## src/rtl/tdm_demux_pkg.sv

```systemverilog
// Shared types and constants for the TDM demultiplexer.
// Lock states, default sizing and a slot-width helper.
package tdm_demux_pkg;

  typedef enum logic {
    HUNT   = 1'b0,
    LOCKED = 1'b1
  } state_e;

  localparam int DEF_NUM_CH = 8;
  localparam int DEF_CH_W   = 1;

  function automatic int sel_w(input int n);
    return (n < 2) ? 1 : $clog2(n);
  endfunction

endpackage

```

## src/rtl/tdm_slot_ctr.sv

```systemverilog
// Modulo-NUM_CH slot counter: clr > load-to-1 > increment.
// Ports: en, load1, clr in; slot index and last-slot flag (wrap) out.
module tdm_slot_ctr
  import tdm_demux_pkg::*;
#(
  parameter int NUM_CH = DEF_NUM_CH,
  parameter int SEL_W  = sel_w(NUM_CH)
) (
  input  logic             clk,
  input  logic             rst_n,
  input  logic             en,
  input  logic             load1,
  input  logic             clr,
  output logic [SEL_W-1:0] slot,
  output logic             wrap
);

  localparam logic [SEL_W-1:0] LAST = SEL_W'(NUM_CH - 1);
  localparam logic [SEL_W-1:0] ONE  = SEL_W'(1);

  logic [SEL_W-1:0] slot_d;
  logic [SEL_W-1:0] slot_q;

  always_comb begin
    slot_d = slot_q;
    if (clr) begin
      slot_d = '0;
    end else if (load1) begin
      slot_d = ONE;
    end else if (en) begin
      slot_d = (slot_q == LAST) ? '0 : slot_q + ONE;
    end
  end

  always_ff @(posedge clk or negedge rst_n) begin
    if (!rst_n) begin
      slot_q <= '0;
    end else begin
      slot_q <= slot_d;
    end
  end

  assign slot = slot_q;
  assign wrap = (slot_q == LAST);

endmodule

```

## src/rtl/tdm_demux.sv

```systemverilog
// Slot-serial to parallel TDM demultiplexer with a HUNT/LOCKED FSM.
// Ports: din/din_valid/fsync in; dout, dout_valid, slot, locked, sync_err out.
module tdm_demux
  import tdm_demux_pkg::*;
#(
  parameter int NUM_CH = DEF_NUM_CH,
  parameter int CH_W   = DEF_CH_W,
  parameter int SEL_W  = sel_w(NUM_CH)
) (
  input  logic                   clk,
  input  logic                   rst_n,
  input  logic [CH_W-1:0]        din,
  input  logic                   din_valid,
  input  logic                   fsync,
  output logic [NUM_CH*CH_W-1:0] dout,
  output logic                   dout_valid,
  output logic [SEL_W-1:0]       slot,
  output logic                   locked,
  output logic                   sync_err
);

  localparam int LO_W = (NUM_CH - 1) * CH_W;

  state_e                   state_d, state_q;
  logic [NUM_CH*CH_W-1:0]   shadow_d, shadow_q;
  logic [NUM_CH*CH_W-1:0]   dout_d, dout_q;
  logic                     dv_d, dv_q;
  logic                     err_d, err_q;
  logic                     ctr_en;
  logic                     ctr_load1;
  logic                     ctr_clr;
  logic                     wrap;
  logic                     slot0;

  tdm_slot_ctr #(
    .NUM_CH (NUM_CH),
    .SEL_W  (SEL_W)
  ) u_ctr (
    .clk   (clk),
    .rst_n (rst_n),
    .en    (ctr_en),
    .load1 (ctr_load1),
    .clr   (ctr_clr),
    .slot  (slot),
    .wrap  (wrap)
  );

  assign slot0 = (slot == '0);

  always_comb begin
    state_d   = state_q;
    shadow_d  = shadow_q;
    dout_d    = dout_q;
    dv_d      = 1'b0;
    err_d     = 1'b0;
    ctr_en    = 1'b0;
    ctr_load1 = 1'b0;
    ctr_clr   = 1'b0;
    if (din_valid) begin
      unique case (state_q)
        HUNT: begin
          if (fsync) begin
            shadow_d[CH_W-1:0] = din;
            ctr_load1          = 1'b1;
            state_d            = LOCKED;
          end
        end
        LOCKED: begin
          unique case (1'b1)
            fsync: begin
              // early sync drops the partial frame and restarts
              shadow_d[CH_W-1:0] = din;
              ctr_load1          = 1'b1;
              err_d              = !slot0;
            end
            (!fsync && slot0): begin
              err_d   = 1'b1;
              ctr_clr = 1'b1;
              state_d = HUNT;
            end
            default: begin
              shadow_d[int'(slot)*CH_W +: CH_W] = din;
              ctr_en = 1'b1;
              if (wrap) begin
                dout_d = {din, shadow_q[LO_W-1:0]};
                dv_d   = 1'b1;
              end
            end
          endcase
        end
        default: state_d = HUNT;
      endcase
    end
  end

  always_ff @(posedge clk or negedge rst_n) begin
    if (!rst_n) begin
      state_q  <= HUNT;
      shadow_q <= '0;
      dout_q   <= '0;
      dv_q     <= 1'b0;
      err_q    <= 1'b0;
    end else begin
      state_q  <= state_d;
      shadow_q <= shadow_d;
      dout_q   <= dout_d;
      dv_q     <= dv_d;
      err_q    <= err_d;
    end
  end

  assign dout       = dout_q;
  assign dout_valid = dv_q;
  assign locked     = (state_q == LOCKED);
  assign sync_err   = err_q;

endmodule

```

## config.mk

```make
export PLATFORM = sky130hd
export DESIGN_NAME = tdm_demux
export DESIGN_NICKNAME = d
export VERILOG_FILES = /design/src/rtl/tdm_demux_pkg.sv /design/src/rtl/tdm_slot_ctr.sv /design/src/rtl/tdm_demux.sv
export SDC_FILE = /design/constraint.sdc
export NUM_CORES = 1
export LEC_CHECK = 0
export BUFFER_PORTS_ARGS = -buffer_cell sky130_fd_sc_hd__buf_2
export CAP_MARGIN = 25
export CORE_MARGIN = 2
export CORE_UTILIZATION = 54
export DETAILED_ROUTE_END_ITERATION = 16
export GPL_TIMING_DRIVEN = 0
export PLACE_DENSITY = 0.77
export SLEW_MARGIN = 20
export SYNTH_ARGS = -nofsm -noshare
export SYNTH_HDL_FRONTEND = slang
export SYNTH_SLANG_ARGS = --single-unit
export TNS_END_PERCENT = 30
```

## constraint.sdc

```tcl
create_clock -name clk -period 2.51 [get_ports clk]
set_clock_uncertainty 0.05 [all_clocks]
set_input_delay 0.251 -clock clk [delete_from_list [all_inputs] [get_ports clk]]
set_output_delay 0.251 -clock clk [all_outputs]
set_load 0.005 [all_outputs]
```

---- Yosys cells after proc, flatten, opt, wreduce, memory -nomap -nowiden ----
Cells that the tools add are included.
word-level totals
  input bits .............................. 5
  bits in registers ....................... 22
  output and inout bits ................... 14
  word-level logic and storage cells ...... 50
operators by class
  reductions and logical operators ........ 9
  bitwise logic cells ..................... 2
  add/subtract/negate cells ............... 2
  eq/ne operators ......................... 3
  shift-type cells ........................ 2
  multiplexer cells ....................... 25
operator list
  operator                  count
  $neg A3 Y33               1
  $shift A1 B33 Y8 const A  1
  $shiftx A1 B33 Y8         1
  $mux W1                   16
  $mux W3                   4
  $bwmux W8                 1
  $pmux W1 S2               4
  $reduce_and A3 Y1         2
  $ne A2 B2 Y1 const B      2
  $reduce_and A4 Y1         1
  $add A3 B1 Y3 const B     1
  $eq A3 B3 Y1 const B      1
  $logic_not A3 Y1          1
  $reduce_bool A3 Y1        1
  $logic_not A1 Y1          2
  $not A1 Y1                2
  $reduce_or A2 Y1          1
  $logic_and A1 B1 Y1       1

---- Longest topological paths before layout ----
Gate-level depths: netlist of run 1.
  depth in word-level cells ............... 9
  gate-level depth with buffers ........... 9
  gate-level depth less buffers ........... 8

---- Modules after synthesis ----
From an unflattened synthesis of run 1, not the netlist that was laid out.
second synthesis, totals
  cells, all modules ...................... 85
  area total of the unflattened synthesis .. 1023.5 sq um
by module, submodules not included
  module        sequential area each (sq um)  instances  cells an instance  area an instance (sq um)
  tdm_demux     450.4                         1          72                 868.3
  tdm_slot_ctr  75.1                          1          13                 155.1

---- Worst setup path before layout of run 1 ----
Ideal clock, no wire load.
  path type ............................... register -> register
  from .................................... register u_ctr.slot_q[0], in the netlist u_ctr.slot[0]
  to ...................................... register shadow_q[6]
  buffers on the path ..................... 1
  data arrival time ....................... 2.075 ns
  period minus slack after synthesis ...... 2.253 ns
  library setup time ...................... 0.128 ns
  data required time ...................... 2.332 ns
  stages on the path, launching flop included .. 10
  path slack .............................. 0.257 ns
  path through ............................ dfrtp_1 -> buf_2 -> inv_1 -> ha_1 -> ha_1 -> inv_1 -> ha_1 -> and4b_4 -> nor4b_4 -> mux2_1
between the ends
  longest elaborated chain between the ends .. 5
  elaborated cells between the ends (all ways) .. 9
  classes of those cells .................. add/sub: 1; shift: 2; mux: 1; bitwise: 1; reduce/logical: 4
RTL lines
  element                                              line                text
  start: declaration                                   tdm_slot_ctr.sv:22  logic [SEL_W-1:0] slot_q;
  start signal: assignment                             tdm_slot_ctr.sv:39  slot_q <= slot_d;
  branches (longest 5 deep; another with $neg A3 Y33)  n/a
  end signal: assignment                               tdm_demux.sv:105    shadow_q <= shadow_d;
  end: declaration                                     tdm_demux.sv:25     logic [NUM_CH*CH_W-1:0] shadow_d, shadow_q;
Several ways; the timed one is not identified.
A chain may end at the register's enable or synchronous reset.

---- Final worst setup path of run 1 ----
  from .................................... register u_ctr.slot_q[0], in the netlist u_ctr.slot[0]
  to ...................................... register shadow_q[2]
The elaborated chain is that of the path after synthesis.

==> metrics.yaml, run 1 <==
status:
  status: "complete, no violations"
floorplan:
  initial_utilization: 0.566
  row_count: 16
  dieArea_mm2: 0.00239
  core_mm2: 0.00192
  die_w_um: 48.9
  die-height_um: 48.9
  num_io_pins: 19
sta:
  post-route-min-period_ns: 2.34
  clock.fmax_ghz: 0.427
  timing.final.crit_share: 0.932
  slew_violations: 0
  max-slew-margin-rel: 0.696
  worst_pin_slew_ns: 0.456
  setup_viol: 0
  finalSetupTns_ns: 0
  rsz0062_at_grt: "no"
  hold_viol: 0
layout:
  antenna_cells: 0
  fin_util: 0.651
  layout.nets: 124
  fillers: 167
  stdcell_count: 139
  syn2layout_area_growth_pct: 15.1
  drive_above_1_share: 0.366
critical_path:
  cp-endpoint: "shadow_q[2]"
  r2r_slack_ns: 0.17
  r2r_start: "u_ctr.slot[0]"
  startpoint_type: "register"
  end_kind: "register"
  arrival_ns: 2.50
  critical_path_class: "reg -> reg"
  cp-startpoint: "u_ctr.slot[0]"
  path_max_fanout: 9
  rr_worst_depth: 9
  r2r_end: "shadow_q[2]"
  worstPathRequired_ns: 2.67
detailed_routing:
  avgRoutedWirePerCell_um: 13.4
  first_pass_iters: 4
  vias_per_cell: 5.44
  ant_nets: 0
  wl_um: 1860
  drtIter0Drc: 12
  drcViolationCount: 0
  vias: 756
cts:
  h-tree-depth: 1
  cts_made_buffers: 3
  clockRootBuffer: "clkbuf_4"
  clk_latency_ns: 0.30
  cts_tree: "yes"
  cts_buffer_depth: 2
  path_clk_slew_ns: 0.12
  post_cts_buffers: 0
  cts.sinks: 21
grt:
  grt_antenna_before_repair: 0
  grt_first_pass_wirelength_um: 3340
  grt.total_usage: 0.181
  grt_pass1_vias: 775
  gr-total-overflow: 0
  grt_max_degree: 22
yosys:
  syn_inst: 90
  syn-cell-area_mm2: 0.00109
  yosys_warnings: 0
  synth_edf_count: 0
  syn_nets: 101
  ys_async_sr_fraction: 1.00
  postSynthAreaPerCell_um2: 12.1
  yosys_most_used_dff: "dfrtp_1"
  synth_most_common_cell: "dfrtp_1"
  synth-seq-cells: 21
  ys_top_cells_by_area: "dfrtp_1, mux2_2, ha_1, mux2_1, inv_1"
  ys_seq_area_frac: 0.483
  ys_types: 32
  synth_top_area_cell: "dfrtp_1"
  synthTopCellsByCount: "dfrtp_1, mux2_2, inv_1"
  yosys.area.top_type_share: 0.483
placed_design:
  dp.cells: 134
  io_buffers: 17
  dp_hpwl_um: 1350
  gp_congestion: 0.789
pwr:
  peakVddDrop_v: 0.000536
  power.density_mw_per_mm2: 917
  leakage_uw: 0.000656
job:
  drv_cap: 0
hold_path:
  hp-class: "in -> reg"
## through the flow
step | worst slack, ns | hold slack (ns) | total power, uW | area [um2]
6_report | 0.170 | 0.150 | 1150 | 1250
5_1_grt | 0.00526 | 0.137 | 1240 | 1250
2_1_floorplan | 0.257 | -0.0946 | 850 | 1090
3_5_place_dp | 0.0442 | 0.185 | 975 | 1210
4_1_cts | 0.0328 | 0.144 | 1150 | 1250
3_3_place_gp | 0.119 | 0.171 | 952 | 1210
## registers in the layout, indices dropped and copies added, names as in the netlist
register	cells
locked	1
dout	8
shadow_q	7
dout_valid	1
u_ctr.slot	3
sync_err	1
## where the power goes
group | internal, uW | switching [uW] | leakage, uW
sequential | 423 | 55.9 | 0.000276
clock | 60.8 | 109 | 0.0000139
combinational | 235 | 264 | 0.000366
total | 719 | 428 | 0.000656
## worst min-delay path by stage
stage	slack, ns	endpoint	depth (start not counted)	start
2_1_floorplan	-0.09	dout[0]	0	rst_n
3_3_place_gp	0.17	dout_valid	1	rst_n
3_5_place_dp	0.19	dout_valid	1	rst_n
4_1_cts	0.14	sync_err	3	din_valid
5_1_grt	0.14	sync_err	3	din_valid
6_report	0.15	sync_err	3	din_valid
## critical path: stages, from the launching register on
cell	delay, ns
dfrtp_1	0.39
buf_2	0.21
inv_1	0.06
ha_1	0.20
ha_2	0.22
inv_1	0.07
ha_2	0.22
nand3_4	0.12
nor4_1	0.33
mux2_1	0.35
## cell usage in the layout (no fill, tap or decap), types with 3 or more instances in the layout
cell / count
buf_2: 18
nor2_1: 6
dfrtp_1: 21
ha_1: 4
inv_1: 7
a21oi_1: 3
mux2_1: 3
mux2_2: 10
nand2_1: 6
clkbuf_4: 3
## routing by layer
layer,up-vias,track usage,share of wire
li1,364,-,-
met4,0,0.0810,0.016
met3,5,0.0337,0.035
met5,-,0,0
met1,371,0.206,0.45
met2,16,0.329,0.50
## repair_timing
| item | in CTS | in global routing |
|---|---|---|
| endpoints found under the setup margin | 0 | 4 |
| hold endpoints to repair | 21 | 0 |
| hold buffers | 1 | 0 |
| gates resized for setup | 0 | 2 |
## final cells by class
cell class / instances / area (um2) / share of cell area
Buffer: 3 / 23.8 / 0.0190
Tap cell: 27 / 33.8 / 0.0270
Timing Repair Buffer: 18 / 95.1 / 0.0760
Sequential cell: 21 / 526 / 0.420
Inverter: 7 / 26.3 / 0.0210
Clock inverter: 1 / 7.51 / 0.00600
Clock buffer: 3 / 22.5 / 0.0180
Multi-Input combinational cell: 59 / 517 / 0.413
## kinds of logic after synthesis
logic type      count (synthesis)  share of synthesized area
compound gates                 10                     0.0587
fa+ha+maj                       6                     0.0690
buf+inv                        10                     0.0460
flops                          21                      0.483
mux                            15                      0.153
simple gates                   28                      0.190
Note: power is estimated with default switching activity, not from simulation.
==> run 2, diff against run 1 <==
Settings changed: CORE_UTILIZATION 54 to 53, SYNTH_HIERARCHICAL set to 1.
==> metrics.yaml, run 2 <==
status:
  status: "complete, no violations"
detailed_routing:
  vias_per_cell: 5.46  # +0.36%
  vias: 726  # -4.0%
  ant_nets: 0  # unchanged
  first_pass_iters: 4  # unchanged
  drcViolationCount: 0  # unchanged
  avgRoutedWirePerCell_um: 12.8  # -4.6%
  wl_um: 1700  # -8.7%
  drtIter0Drc: 12  # unchanged
critical_path:
  cp-startpoint: "u_ctr/slot[0]"
  path_max_fanout: 9  # unchanged
  rr_worst_depth: 9  # unchanged
  r2r_end: "dout[2]"
  critical_path_class: "reg -> reg"
  r2r_start: "u_ctr/slot[0]"
  arrival_ns: 2.47  # -0.03 ns
  end_kind: "register"
  r2r_slack_ns: 0.19  # +0.02 ns
  startpoint_type: "register"
  cp-endpoint: "dout[2]"
  worstPathRequired_ns: 2.66  # about the same
floorplan:
  core_mm2: 0.00176  # -8.2%
  num_io_pins: 19  # unchanged
  die-height_um: 47.9  # -1.9%
  die_w_um: 47.9  # -1.9%
  initial_utilization: 0.580  # +0.0144
  row_count: 15  # -1
  dieArea_mm2: 0.00230  # -3.7%
yosys:
  ys_types: 24  # -25%
  yosys_warnings: 6  # +6
  synth-seq-cells: 21  # unchanged
  ys_async_sr_fraction: 1.00  # unchanged
  syn-cell-area_mm2: 0.00102  # -5.9%
  syn_nets: 96  # -5.0%
  synthTopCellsByCount: "dfrtp_1, mux2_2, inv_1, ha_1, nor2_1"
  postSynthAreaPerCell_um2: 12.0  # -0.33%
  yosys_most_used_dff: "dfrtp_1"
  synth_most_common_cell: "dfrtp_1"
  ys_seq_area_frac: 0.513  # +0.0301
  syn_inst: 85  # -5.6%
  synth_top_area_cell: "dfrtp_1"
  yosys.area.top_type_share: 0.513  # +0.0301
  synth_edf_count: 0  # unchanged
  ys_top_cells_by_area: "dfrtp_1, mux2_2, ha_1, mux2i_1, inv_1"
grt:
  grt_first_pass_wirelength_um: 2710  # -19%
  grt_antenna_before_repair: 0  # unchanged
  grt.total_usage: 0.173  # -0.00829
  grt_max_degree: 22  # unchanged
  grt_pass1_vias: 626  # -19%
  gr-total-overflow: 0  # unchanged
sta:
  post-route-min-period_ns: 2.32  # -0.0196 ns
  hold_viol: 0  # unchanged
  slew_violations: 0  # unchanged
  fin_ws_ns: 0.190  # +0.0196 ns
  worst_pin_slew_ns: 0.461  # +0.00424 ns
  rsz0062_at_grt: "no"
  timing.final.crit_share: 0.924  # -0.00780
  setup_viol: 0  # unchanged
  finalSetupTns_ns: 0  # unchanged
  max-slew-margin-rel: 0.693  # -0.00283
  clock.fmax_ghz: 0.431  # +0.84%
cts:
  cts_buffer_depth: 2  # unchanged
  cts.repair.resized: 0  # unchanged
  post_cts_buffers: 0  # unchanged
  clockRootBuffer: "clkbuf_4"
  clk_latency_ns: 0.31  # about the same
  holdBufCountCts: 1  # unchanged
  path_clk_slew_ns: 0.11  # about the same
  cts_made_buffers: 3  # unchanged
  h-tree-depth: 1  # unchanged
  cts.sinks: 21  # unchanged
  cts_tree: "yes"
placed_design:
  dpl_worst_slack_ns: 0.182  # +0.137 ns
  io_buffers: 18  # +1
  gp_congestion: 0.714  # -9.5%
  place_area_mm2: 0.00114  # -5.1%
  dp_hpwl_um: 1240  # -8.4%
pwr:
  p_sw_uw: 362  # -16%
  p_seq_frac: 0.472  # +0.054
  switching_share: 0.355  # -0.0186
  power.density_mw_per_mm2: 862  # -6.0%
  clkPwrFrac: 0.158  # +0.010
  leakage_uw: 0.000633  # -3.5%
  combPwrFrac: 0.370  # -0.065
  peakVddDrop_v: 0.000611  # +14%
  intPower_uw: 658  # -8.5%
layout:
  register_area_um2: 526  # unchanged
  fillers: 148  # -11%
  final_common_cell: "dfrtp_1"
  antenna_cells: 0  # unchanged
  syn2layout_area_growth_pct: 15.5
  fin_util: 0.670  # +0.0192
  design_area_mm2: 0.00118  # -5.5%
  largest_reg_flops: 8  # unchanged
  drive_above_1_share: 0.352  # -0.0142
  multiInputGateArea_um2: 460  # -11%
  layout.nets: 120  # -3.2%
  layout_common_cells: "dfrtp_1, buf_2, mux2_2"
hold_path:
  holdPathStages: 3  # unchanged
  hp-class: "in -> reg"
job:
  drv_cap: 0  # unchanged
==> run 2: changes by cell type after synthesis, moves of 2 or more <==
cell	delta
a21oi_1	-3
and2_1	+2
and3_1	+2
mux2_1	-3
mux2_2	+4
nand2_1	-4
nand3_1	+2
nor2b_1	+2
nor3_1	+2
o21ai_0	-2
==> run 2: worst min-delay path by stage <==
stage	to	start
5_1_grt	sync_err	din_valid
4_1_cts	sync_err	din_valid
6_report	sync_err	din_valid
2_1_floorplan	dout[0]	rst_n
3_3_place_gp	sync_err	rst_n
3_5_place_dp	sync_err	rst_n
==> run 2: layout make-up <==
class | instances | share of cell area
well taps | 25 | 0.0265
inverters | 8 | 0.0254
clock buffers | 3 | 0.0190
repair buffers | 19 | 0.0847
flip-flops and latches | 21 | 0.444
clock inverters | 1 | 0.00423
multi-input cells | 55 | 0.389
plain buffers | 1 | 0.00635
==> run 2: cell families after synthesis <==
logic type      count (synthesis)  share of synthesized area
compound gates                  4                     0.0318
fa+ha+maj                       6                     0.0733
buf+inv                         9                     0.0367
flops                          21                      0.513
mux                            17                      0.183
simple gates                   28                      0.161
==> run 2: power groups by stage <==
stage | Sequential (uW) | Clock (uW) | Combinational [uW]
6_report | 481 | 161 | 377
5_1_grt | 492 | 184 | 431
4_1_cts | 481 | 169 | 380
3_5_place_dp | 488 | 0 | 376
3_3_place_gp | 484 | 0 | 358
2_1_floorplan | 477 | 0 | 271
==> run 2: critical path, cell delays in order, from the launching register on <==
cell and delay, ns:
dfrtp_1 0.48, inv_1 0.11, ha_1 0.15, ha_1 0.27
inv_1 0.07, ha_1 0.19, and3_1 0.16, buf_4 0.16
nand2_2 0.20, mux2_2 0.37
==> run 2: metal layers <==
layer / share of wire / global-route usage / vias up
met2: 0.48 / 0.277 / 21
li1: - / - / 347
met5: 0 / 0 / -
met1: 0.46 / 0.224 / 352
met3: 0.044 / 0.0340 / 6
met4: 0.021 / 0.0811 / 0
==> run 2: through the flow <==
stage | hold WS (ns) | instances | total power, uW
2_1_floorplan | -0.0946 | 85 | 749
3_3_place_gp | 0.172 | 128 | 842
3_5_place_dp | 0.184 | 128 | 864
4_1_cts | 0.123 | 133 | 1030
5_1_grt | 0.141 | 133 | 1110
6_report | 0.134 | 133 | 1020
==> run 3, diff against run 2 <==
Settings changed: CORE_UTILIZATION 53 to 55, PLACE_DENSITY 0.77 to 0.79.
Clock period 2.51 ns to 2.7 ns, I/O delays scaled along.
==> metrics.yaml, run 3 (synthesized netlist as in run 2, its figures left out) <==
sta:
  max-slew-margin-rel: 0.686  # -0.00651
  post-route-min-period_ns: 2.36  # +0.0380 ns
  slew_violations: 0  # unchanged
  hold_viol: 0  # unchanged
  setup_viol: 0  # unchanged
  finalSetupTns_ns: 0  # unchanged
  worst_pin_slew_ns: 0.470  # +0.00977 ns
  clock.fmax_ghz: 0.424  # -1.6%
  rsz0062_at_grt: "no"
  timing.final.crit_share: 0.873  # -0.0510
cts:
  path_clk_slew_ns: 0.11  # about the same
  clk_latency_ns: 0.30  # about the same
  cts_made_buffers: 3  # unchanged
  cts_buffer_depth: 2  # unchanged
  clockRootBuffer: "clkbuf_4"
  cts_tree: "yes"
  h-tree-depth: 1  # unchanged
  cts.repair.resized: 0  # unchanged
  cts.sinks: 21  # unchanged
critical_path:
  rr_worst_depth: 8  # -1
  end_kind: "register"
  worstPathRequired_ns: 2.85  # +0.19 ns
  startpoint_type: "register"
  arrival_ns: 2.50  # +0.03 ns
  path_max_fanout: 8  # -1
  critical_path_class: "reg -> reg"
grt:
  grt_pass1_vias: 677  # +8.1%
  grt_max_degree: 22  # unchanged
  grt_first_pass_wirelength_um: 2870  # +5.9%
  grt.total_usage: 0.185  # +0.0122
  grt_antenna_before_repair: 0  # unchanged
  gr-total-overflow: 0  # unchanged
layout:
  drive_above_1_share: 0.343  # -0.00926
  final_common_cell: "dfrtp_1"
  fillers: 146  # -1.4%
  syn2layout_area_growth_pct: 15.4
  largest_reg_flops: 8  # unchanged
  antenna_cells: 0  # unchanged
  layout_common_cells: "dfrtp_1, buf_2, mux2_2"
  design_area_mm2: 0.00118  # -0.11%
  layout.nets: 120  # unchanged
floorplan:
  dieArea_mm2: 0.00222  # -3.4%
  initial_utilization: 0.586  # +0.00624
  num_io_pins: 19  # unchanged
  die_w_um: 47.1  # -1.7%
  core_mm2: 0.00175  # -1.1%
  row_count: 15  # unchanged
  die-height_um: 47.1  # -1.7%
placed_design:
  io_buffers: 18  # unchanged
  dp_hpwl_um: 1250  # +0.43%
  gp_congestion: 0.801  # +12%
  place_area_mm2: 0.00114  # unchanged
detailed_routing:
  avgRoutedWirePerCell_um: 12.8  # +0.59%
  ant_nets: 0  # unchanged
  drcViolationCount: 0  # unchanged
  wl_um: 1710  # +0.59%
  vias_per_cell: 5.36  # -1.8%
  first_pass_iters: 4  # unchanged
  vias: 713  # -1.8%
  drtIter0Drc: 5  # -7
hold_path:
  holdPathStages: 3  # unchanged
  hp-class: "in -> reg"
status:
  status: "complete, no violations"
pwr:
  power.density_mw_per_mm2: 804  # -6.7%
  leakage_uw: 0.000631  # -0.43%
  peakVddDrop_v: 0.000628  # +2.8%
job:
  drv_cap: 0  # unchanged
==> run 3: through the flow <==
| step | power, uW | instances | utilization | setup slack, ns | hold WS (ns) |
|---|---|---|---|---|---|
| final | 950 | 133 | 0.677 | 0.342 | 0.154 |
| after global routing | 1030 | 133 | 0.677 | 0.167 | 0.179 |
| after CTS | 955 | 133 | 0.677 | 0.324 | 0.150 |
| after detailed placement | 807 | 128 | 0.656 | 0.342 | 0.202 |
| after global placement | 780 | 128 | 0.656 | 0.432 | 0.194 |
| after floorplan | 696 | 85 | - | 0.606 | -0.0756 |
==> run 3: final cells by class <==
cell class | instances | area [um2] | area share
inverter | 8 | 30.0 | 0.0254
tap | 25 | 31.3 | 0.0265
sequential | 21 | 526 | 0.445
buffer | 1 | 7.51 | 0.00636
clock buffer | 4 | 26.3 | 0.0222
multi-input combinational | 55 | 460 | 0.390
timing repair buffer | 19 | 100 | 0.0847
==> run 3: routing by layer <==
| layer | wire [um] | up-vias | GRT usage |
|---|---|---|---|
| met2 | 846 | 16 | 0.310 |
| li1 | - | 349 | - |
| met3 | 58 | 5 | 0.0346 |
| met1 | 778 | 343 | 0.239 |
| met4 | 25 | 0 | 0.0667 |
| met5 | 0 | - | 0 |
==> run 3: timing repair <==
action                                 in CTS  in global routing
buffers inserted                            0                  0
hold buffers                                1                  0
endpoints found under the hold margin      21                  0
==> run 3: worst max-delay path, cell delays in order, from the launching register on <==
cell and delay [ns]:
dfrtp_1 0.49, inv_1 0.09, ha_1 0.21, ha_1 0.28, inv_1 0.09, ha_1 0.15
nand4_1 0.14, nor4b_1 0.39, mux2_2 0.37
==> run 3: power breakdown <==
part	leakage (uW)	switching, uW	internal, uW	total (uW)
sequential	0.000278	62.6	386	448
clock	0.0000150	92.1	57.5	150
combinational	0.000338	181	171	352
==> run 3: worst paths after layout <==
path | start | to | slack [ns]
max | u_ctr/slot[0] | shadow_q[6] | 0.34
min | din_valid | sync_err | 0.15
max reg2reg | u_ctr/slot[0] | shadow_q[6] | 0.34
min reg2reg | dout[0] | dout[0] | 0.46
max in group asynchronous | rst_n | u_ctr/slot[2] | 1.88
min in group asynchronous | rst_n | dout[2] | 0.39
